$ cat config.mk
export PLATFORM = sky130hd
export DESIGN_NAME = lcd_reader
export DESIGN_NICKNAME = d
export VERILOG_FILES = /design/src/rtl/lcd_pkg.sv /design/src/rtl/lcd_phase_timer.sv /design/src/rtl/lcd_reader.sv
export SDC_FILE = /design/constraint.sdc
export NUM_CORES = 1
export LEC_CHECK = 0
export CORE_MARGIN = 4
export CORE_UTILIZATION = 54
export DETAILED_ROUTE_END_ITERATION = 10
export PLACE_DENSITY = 0.83
export SLEW_MARGIN = 10
export SYNTH_ARGS = -nofsm -noshare
export SYNTH_HDL_FRONTEND = slang
export SYNTH_SLANG_ARGS = --single-unit
$ cat constraint.sdc
create_clock -name clk -period 2.6 [get_ports clk]
set_input_delay 0.52 -clock clk [delete_from_list [all_inputs] [get_ports clk]]
set_output_delay 0.52 -clock clk [all_outputs]
set_load 0.01 [all_outputs]
$ cat src/rtl/lcd_pkg.sv
`default_nettype none
// ============================================================================
// Module      : lcd_pkg
// Description : Shared LCD controller states, default timing and helpers.
// Revision    : 1.0 - initial release
// ============================================================================
package lcd_pkg;

    localparam int LCD_CLK_SETUP_DEF = 2;
    localparam int LCD_CLK_EN_DEF    = 16;
    localparam int LCD_CLK_HOLD_DEF  = 2;
    localparam int LCD_MAX_POLLS_DEF = 255;

    localparam logic [2:0] ST_IDLE    = 3'd0;
    localparam logic [2:0] ST_SETUP   = 3'd1;
    localparam logic [2:0] ST_EN_HIGH = 3'd2;
    localparam logic [2:0] ST_HOLD    = 3'd3;
    localparam logic [2:0] ST_CHECK   = 3'd4;
    localparam logic [2:0] ST_DONE    = 3'd5;

    function automatic int lcd_max3(input int a, input int b, input int c);
        int m;
        m = (a > b) ? a : b;
        return (m > c) ? m : c;
    endfunction

endpackage
`default_nettype wire

$ cat src/rtl/lcd_phase_timer.sv
`default_nettype none
// ============================================================================
// Module      : lcd_phase_timer
// Description : Loadable down-counter; expire is high on the last phase cycle.
// Revision    : 1.0 - initial release
// ============================================================================
module lcd_phase_timer #(
    parameter int W = 4
) (
    input  logic         clk,
    input  logic         reset,
    input  logic         load,
    input  logic [W-1:0] load_val,
    output logic         expire
);

    logic [W-1:0] cnt_q;
    logic [W-1:0] cnt_d;

    // Stops at zero so the count can never wrap between phases.
    always_comb begin
        cnt_d = cnt_q;
        if (load) begin
            cnt_d = load_val;
        end else if (cnt_q != '0) begin
            cnt_d = cnt_q - 1'b1;
        end
    end

    always_ff @(posedge clk or posedge reset) begin
        if (reset) begin
            cnt_q <= '0;
        end else begin
            cnt_q <= cnt_d;
        end
    end

    assign expire = (cnt_q == '0);

endmodule
`default_nettype wire

$ cat src/rtl/lcd_reader.sv
`default_nettype none
// ============================================================================
// Module      : lcd_reader
// Description : HD44780-style LCD read controller with optional busy polling.
// Revision    : 1.0 - initial release
// ============================================================================
module lcd_reader
    import lcd_pkg::*;
#(
    parameter int CLK_SETUP = LCD_CLK_SETUP_DEF,
    parameter int CLK_EN    = LCD_CLK_EN_DEF,
    parameter int CLK_HOLD  = LCD_CLK_HOLD_DEF,
    parameter int MAX_POLLS = LCD_MAX_POLLS_DEF
) (
    input  logic       clk,
    input  logic       reset,
    input  logic       start,
    input  logic       iRS,
    input  logic       poll,
    input  logic [7:0] LCD_DATA_IN,
    output logic       LCD_EN,
    output logic       LCD_RW,
    output logic       LCD_RS,
    output logic       BUS_REQ,
    output logic [7:0] RD_DATA,
    output logic       RD_DONE,
    output logic       TIMEOUT
);

    localparam int PH_MAX = lcd_max3(CLK_SETUP, CLK_EN, CLK_HOLD);
    localparam int PH_W   = (PH_MAX > 1) ? $clog2(PH_MAX) : 1;

    localparam logic [PH_W-1:0] C_SETUP_LD = PH_W'(CLK_SETUP - 1);
    localparam logic [PH_W-1:0] C_EN_LD    = PH_W'(CLK_EN - 1);
    localparam logic [PH_W-1:0] C_HOLD_LD  = PH_W'(CLK_HOLD - 1);
    localparam logic [7:0]      C_MAX_POLL = 8'(MAX_POLLS);

    logic [2:0]      state_q,    state_d;
    logic            rs_q,       rs_d;
    logic            poll_en_q,  poll_en_d;
    logic [7:0]      poll_cnt_q, poll_cnt_d;
    logic [7:0]      rd_data_q,  rd_data_d;
    logic            timeout_q,  timeout_d;
    logic            en_q,       en_d;
    logic            act_q,      act_d;
    logic            done_q,     done_d;

    logic            ph_load;
    logic [PH_W-1:0] ph_val;
    logic            ph_expire;

    lcd_phase_timer #(
        .W (PH_W)
    ) u_timer (
        .clk      (clk),
        .reset    (reset),
        .load     (ph_load),
        .load_val (ph_val),
        .expire   (ph_expire)
    );

    always_comb begin
        state_d    = state_q;
        rs_d       = rs_q;
        poll_en_d  = poll_en_q;
        poll_cnt_d = poll_cnt_q;
        rd_data_d  = rd_data_q;
        timeout_d  = timeout_q;
        ph_load    = 1'b0;
        ph_val     = '0;

        case (state_q)
            ST_IDLE: begin
                if (start) begin
                    rs_d       = iRS;
                    poll_en_d  = poll;
                    poll_cnt_d = 8'd0;
                    timeout_d  = 1'b0;
                    ph_load    = 1'b1;
                    ph_val     = C_SETUP_LD;
                    state_d    = ST_SETUP;
                end
            end
            ST_SETUP: begin
                if (ph_expire) begin
                    ph_load = 1'b1;
                    ph_val  = C_EN_LD;
                    state_d = ST_EN_HIGH;
                end
            end
            ST_EN_HIGH: begin
                if (ph_expire) begin
                    rd_data_d = LCD_DATA_IN;
                    ph_load   = 1'b1;
                    ph_val    = C_HOLD_LD;
                    state_d   = ST_HOLD;
                end
            end
            ST_HOLD: begin
                if (ph_expire) begin
                    state_d = ST_CHECK;
                end
            end
            ST_CHECK: begin
                if (!poll_en_q || !rd_data_q[7]) begin
                    state_d = ST_DONE;
                end else if (poll_cnt_q < C_MAX_POLL) begin
                    poll_cnt_d = poll_cnt_q + 8'd1;
                    ph_load    = 1'b1;
                    ph_val     = C_SETUP_LD;
                    state_d    = ST_SETUP;
                end else begin
                    timeout_d = 1'b1;
                    state_d   = ST_DONE;
                end
            end
            ST_DONE: begin
                state_d = ST_IDLE;
            end
            default: begin
                state_d = ST_IDLE;
            end
        endcase
    end

    // Strobes come straight from flops so the LCD pins never see decode glitches.
    always_comb begin
        en_d   = (state_d == ST_EN_HIGH);
        act_d  = (state_d != ST_IDLE);
        done_d = (state_d == ST_DONE);
    end

    always_ff @(posedge clk or posedge reset) begin
        if (reset) begin
            state_q    <= ST_IDLE;
            rs_q       <= 1'b0;
            poll_en_q  <= 1'b0;
            poll_cnt_q <= 8'd0;
            rd_data_q  <= 8'h00;
            timeout_q  <= 1'b0;
            en_q       <= 1'b0;
            act_q      <= 1'b0;
            done_q     <= 1'b0;
        end else begin
            state_q    <= state_d;
            rs_q       <= rs_d;
            poll_en_q  <= poll_en_d;
            poll_cnt_q <= poll_cnt_d;
            rd_data_q  <= rd_data_d;
            timeout_q  <= timeout_d;
            en_q       <= en_d;
            act_q      <= act_d;
            done_q     <= done_d;
        end
    end

    assign LCD_EN  = en_q;
    assign LCD_RW  = act_q;
    assign BUS_REQ = act_q;
    assign LCD_RS  = rs_q;
    assign RD_DATA = rd_data_q;
    assign RD_DONE = done_q;
    assign TIMEOUT = timeout_q;

endmodule
`default_nettype wire

**Yosys cells after proc, flatten, opt, wreduce, memory -nomap -nowiden**

Cells that the tools add are included.

- Register bits after elaboration: 29
- Bits in latches: 0
- RAM bits: 0
- Bits in read-only memories: 0
- Input bits: 13
- Output and inout port bits: 14
- Memories: 0

- $add $sub $neg: 2
- Multipliers: 0
- Divide/modulo/power cells: 0
- Magnitude comparators: 1
- Eq/ne operators: 10
- Shift operators: 0
- Multiplexer cells: 28
- Bitwise logic cells: 0
- Reductions and logical operators: 14

Operators by type and width:

| cell | count |
|---|---|
| 8-bit 2-to-1 mux | 3 |
| 3-bit 2-to-1 mux | 6 |
| 4-bit one-hot mux with 4 select lines | 1 |
| 8-bit one-hot mux with 2 select lines | 1 |
| 3-bit one-hot mux with 5 select lines | 1 |
| 4-bit 2-to-1 mux | 3 |
| 1-bit 2-to-1 mux | 11 |
| 3-bit by 2-bit equality test with 1-bit output (second input constant) | 3 |
| 8-bit by 1-bit adder with 8-bit output (second input constant) | 1 |
| 8-bit < comparator (second input constant) | 1 |
| 2-bit != test (second input constant) | 4 |
| 4-bit AND reduction | 2 |
| 3-bit equality test (second input constant) | 2 |
| 4-bit zero test | 1 |
| 2-bit AND reduction | 2 |
| 2-bit nonzero test | 2 |
| 4-bit nonzero test | 1 |
| 4-bit by 1-bit subtractor with 4-bit output (second input constant) | 1 |
| 3-bit by 1-bit equality test with 1-bit output (second input constant) | 1 |
| 3-bit zero test | 1 |
| 1-bit one-hot mux with 3 select lines | 1 |
| 3-bit nonzero test | 1 |
| 1-bit zero test | 2 |
| 1-bit one-hot mux with 2 select lines | 1 |
| 2 further kinds | 2 |

**Longest topological paths before layout**

- Word-level depth: 5
- Depth in mapped cells: 7

**Hierarchy**

Synthesis repeated with hierarchy kept, for this count alone.

- Cells, all modules: 142
- Area, all modules: 1,514.0 sq um

By module, submodules not included:

| module | instances | cells each | area an instance (sq um) | sequential area each (sq um) |
|---|---|---|---|---|
| lcd_reader | 1 | 119 | 1,277.5 | 625.6 |
| lcd_phase_timer | 1 | 23 | 236.5 | 100.1 |

**Worst setup path after synthesis**

Ideal clock, no wire load.

- Kind: reg-to-reg
- From: register u_timer.cnt_q[0]
- To: register rd_data_q[0] (netlist: RD_DATA[0])
- Arrival time: 1,471 ps
- Required time: 2,475 ps
- Path slack: 1,004 ps
- Cell stages (with the launch flop): 7
- Path buffers: 1
- Period minus slack after synthesis: 1,596 ps
- Path through: dfrtp_1 inv_1 ha_1 nor3b_4 nand3b_1 buf_2 mux2_2

- Cells in the longest elaborated chain, start to end: 2

Ends and longest elaborated chain:

| what | line | RTL |
|---|---|---|
| from (decl) | lcd_phase_timer.sv:17 | `logic [W-1:0] cnt_q;` |
| from (signal assigned) | lcd_phase_timer.sv:34 | `cnt_q <= cnt_d;` |
| 4-bit zero test | lcd_phase_timer.sv:38 | `assign expire = (cnt_q == '0);` |
| 2-bit AND reduction (no source line) | - |  |
| to (signal assigned) | lcd_reader.sv:149 | `rd_data_q <= rd_data_d;` |
| to (decl) | lcd_reader.sv:42 | `logic [7:0] rd_data_q, rd_data_d;` |

Every way passes these cells.
A chain may end at the register's enable or synchronous reset.

**Final worst setup path**

- From: register u_timer.cnt_q[0]
- To: register rd_data_q[4] (netlist: RD_DATA[4])

Same word-level chain as after synthesis.

==> metrics.yaml <==
worst_setup_path:
  setup.worst_path.class: "reg -> reg"
  startpoint_type: "register"
  cp-end-kind: "register"
  slowest_stage: "nand3b_1"
  critPathMaxFanout: 10
  cp_slowest_stage_delay_ns: 0.42
  cp_top_family: "simple AND/OR/NAND/NOR gates"
  cp.required_ns: 2.81
  worstPathArrival_ns: 2.22
  critPathBufInv: 1
  path_cells: "inv_1 > ha_1 > nor3b_4 > nand3b_1 > mux2_2"
pwr:
  vdd_drop_max_mv: 0.676
  swShare_pct: 34.4
  p_int_mw: 1.15
  p_per_area_nw_per_um2: 1030
  p_clk_share_pct: 17.3
  leakage_nw: 0.714
  pwr-share-comb_pct: 39.7
  p_switching_uw: 606
  seq_power_share_pct: 43.0
global_route:
  grt.total_usage_pct: 18.2
  grt_pass1_vias: 1029
  grt_pass1_wl_mm: 4.64
  antenna_found_initial: 0
  overflow: 0
  grt_max_degree: 30
place:
  placed_area_um2: 1640
  dp_hpwl_mm: 1.97
  io_buffer_count: 26
  dp_cells: 174
  place.gp.congestion: 0.751
finish:
  finalInstanceArea_um2: 1710
  drive_gt1_share_pct: 14.3
  fin_cells: 182
  final_nets: 168
  areaGrowthSynthToFinish_pct: 25.8
  fillers: 165
  diodes: 0
  utilization_pct: 74.5
cts:
  path_clk_slew_ns: 0.09
  cts_resized: 0
  h-tree-depth: 2
  root_buffer: "clkbuf_4"
  tritoncts: "done"
  clk_latency_ns: 0.32
  cts_buffer_depth: 2
  cts_sinks: 29
  cts_setup_buffers: 0
  cts_buffers: 5
  cts_hold_buf: 0
die:
  die_w_um: 58.2
  initial_core_util_pct: 59.2
  ios: 27
  dieArea_um2: 3390
  die_h_um: 58.2
  fp-row-count: 17
  core_area_um2: 2300
drt:
  vias_per_cell: 5.69
  drt_iter0_markers: 14
  drc: 0
  wl_per_cell_um: 14.7
  vias: 1035
  dr.pass1.iters: 4
  route.antenna.remaining_nets: 0
  finalWirelength_mm: 2.67
synth:
  synth_nets: 138
  syn_area_um2: 1360
  ys.flop_type: "dfrtp_1"
  avgSynthCellArea_um2: 11.1
  ys_seq_area_share_pct: 53.4
  netlist_instances: 123
  synth-seq-cells: 29
  yosys_warnings: 0
  yosysUniqueCellTypes: 34
  synthArstFlopShare_pct: 100
  synth_top_area_share_pct: 53.4
  yosys.area.top_type: "dfrtp_1"
  synth_edf_count: 0
  synth.area.top_cells: "dfrtp_1 53%, mux2_2 8.3%, nand2_1 3.3%, mux2i_1 2.9%, o21ai_0 2.9%"
sta:
  finClkSkew_ns: 0.00918
  rsz0062_at_grt: "false"
  slew_headroom_pct: 52.6
  fmax_mhz: 498
  fin_tns_setup_ns: 0
  post-route-min-period_ns: 2.01
  worst_slew_pin_slew_ns: 0.707
  hold_viol_final: 0
  post-route-period-util_pct: 77.2
  report.final.slew_viol_count: 0
  setup_viol: 0
flow_run:
  drv_cap: 0
outcome:
  status: "finished clean"
hold_path:
  hp-class: "reg -> reg"
==> sequential cells by signal (all words and copies together), names as in the netlist <==
signal,cells
poll_cnt_q,8
BUS_REQ,1
TIMEOUT,1
LCD_EN,1
u_timer.cnt_q,4
state_q,3
RD_DATA,8
poll_en_q,1
LCD_RS,1
RD_DONE,1
==> worst register-to-register path, delay by kind of cell, from the launching register on <==
family,cells,cell delay (ns)
adder cells (fa/ha/maj),1,0.19
buffers and inverters,1,0.09
flip-flops,1,0.38
multiplexers,1,0.41
AND/OR/NAND/NOR,2,0.82
==> worst paths after layout <==
kind | slack (ns) | from | cells after the start | end
hold / removal | 0.50 | TIMEOUT | 2 | TIMEOUT
setup reg to reg | 0.59 | u_timer.cnt_q[0] | 5 | RD_DATA[4]
setup / recovery | 0.59 | u_timer.cnt_q[0] | 5 | RD_DATA[4]
hold reg to reg | 0.50 | TIMEOUT | 2 | TIMEOUT
min in group asynchronous | 0.57 | reset | 3 | RD_DATA[4]
max in group asynchronous | 1.75 | reset | 3 | RD_DONE
==> synthesized netlist by cell type, types with 3 or more instances <==
library cell / instances
nor2b_1: 4
o21ai_0: 8
mux2i_1: 4
mux2_2: 10
nor2_1: 3
inv_1: 6
a21oi_1: 7
buf_2: 3
nand4_1: 3
nand2_1: 12
o31ai_1: 4
dfrtp_1: 29
==> area by class of cell <==
type                       count  area (µm²)  share of cell area (%)
clock inverter                 1        5.00                   0.293
timing repair buffer          27         268                    15.7
inverter                       6        22.5                    1.32
clock buffer                   7        65.1                    3.80
tap                           28        35.0                    2.05
sequential                    29         726                    42.4
multi-input combinational     84         589                    34.5
==> logic make-up (layout without fill, tap and decap cells) <==
logic type / count (synthesis) / after routing / synth area share, %
AO/OA/AOI/OAI: 26 / 26 / 11.4
XOR/XNOR: 1 / 1 / 0.644
adder cells (fa/ha/maj): 2 / 2 / 1.84
buffers and inverters: 10 / 41 / 3.31
flip-flops: 29 / 29 / 53.4
multiplexers: 14 / 14 / 11.2
AND/OR/NAND/NOR: 41 / 41 / 18.2
==> cell usage in the layout (no fill, tap or decap) <==
master and count:
nor2_4 1, nor3b_4 1, inv_1 6, clkbuf_8 2, or3_1 2, mux2i_1 4
clkbuf_4 5, nor3_1 2, a22oi_1 1, and2_1 2, a31o_2 1, nand2b_1 1
o21ai_1 2, o311ai_0 1, nor2_1 3, nand3_1 1, nand2_1 12, xnor2_1 1
nor2b_1 4, mux2_2 10, clkdlybuf4s50_1 26, nand3b_1 2, nand4_1 3, nand4b_1 1
clkinv_2 1, dfrtp_1 29, and4_1 1, a21oi_1 7, o31ai_1 4, o21ai_0 8
buf_4 1, and4b_1 1, nor3b_1 1, ha_1 2, and3_1 1, or4_1 2
o211ai_1 2
==> metal layers <==
metal,track usage (%),vias up,routed length (µm)
li1,-,506,-
met2,29.0,43,1330
met3,7.35,2,218
met5,0,-,0
met1,22.3,484,1100
met4,5.96,0,21
==> through the flow <==
| step | total power, mW | worst slack (ns) | hold slack (ns) |
|---|---|---|---|
| finish | 1.76 | 0.592 | 0.504 |
| global route | 1.90 | 0.460 | 0.536 |
| CTS | 1.78 | 0.589 | 0.506 |
| detailed placement | 1.47 | 0.620 | 0.492 |
| global placement | 1.43 | 0.645 | 0.475 |
| floorplan | 1.18 | 1.00 | 0.469 |
==> power groups by stage <==
stage	logic, mW	clock network, mW	registers, mW
after floorplan	0.408	0	0.772
after global placement	0.680	0	0.751
after detailed placement	0.702	0	0.764
after CTS	0.706	0.313	0.757
after global routing	0.778	0.336	0.787
final	0.699	0.305	0.756
No activity file was read; power rests on OpenSTA's default activity.
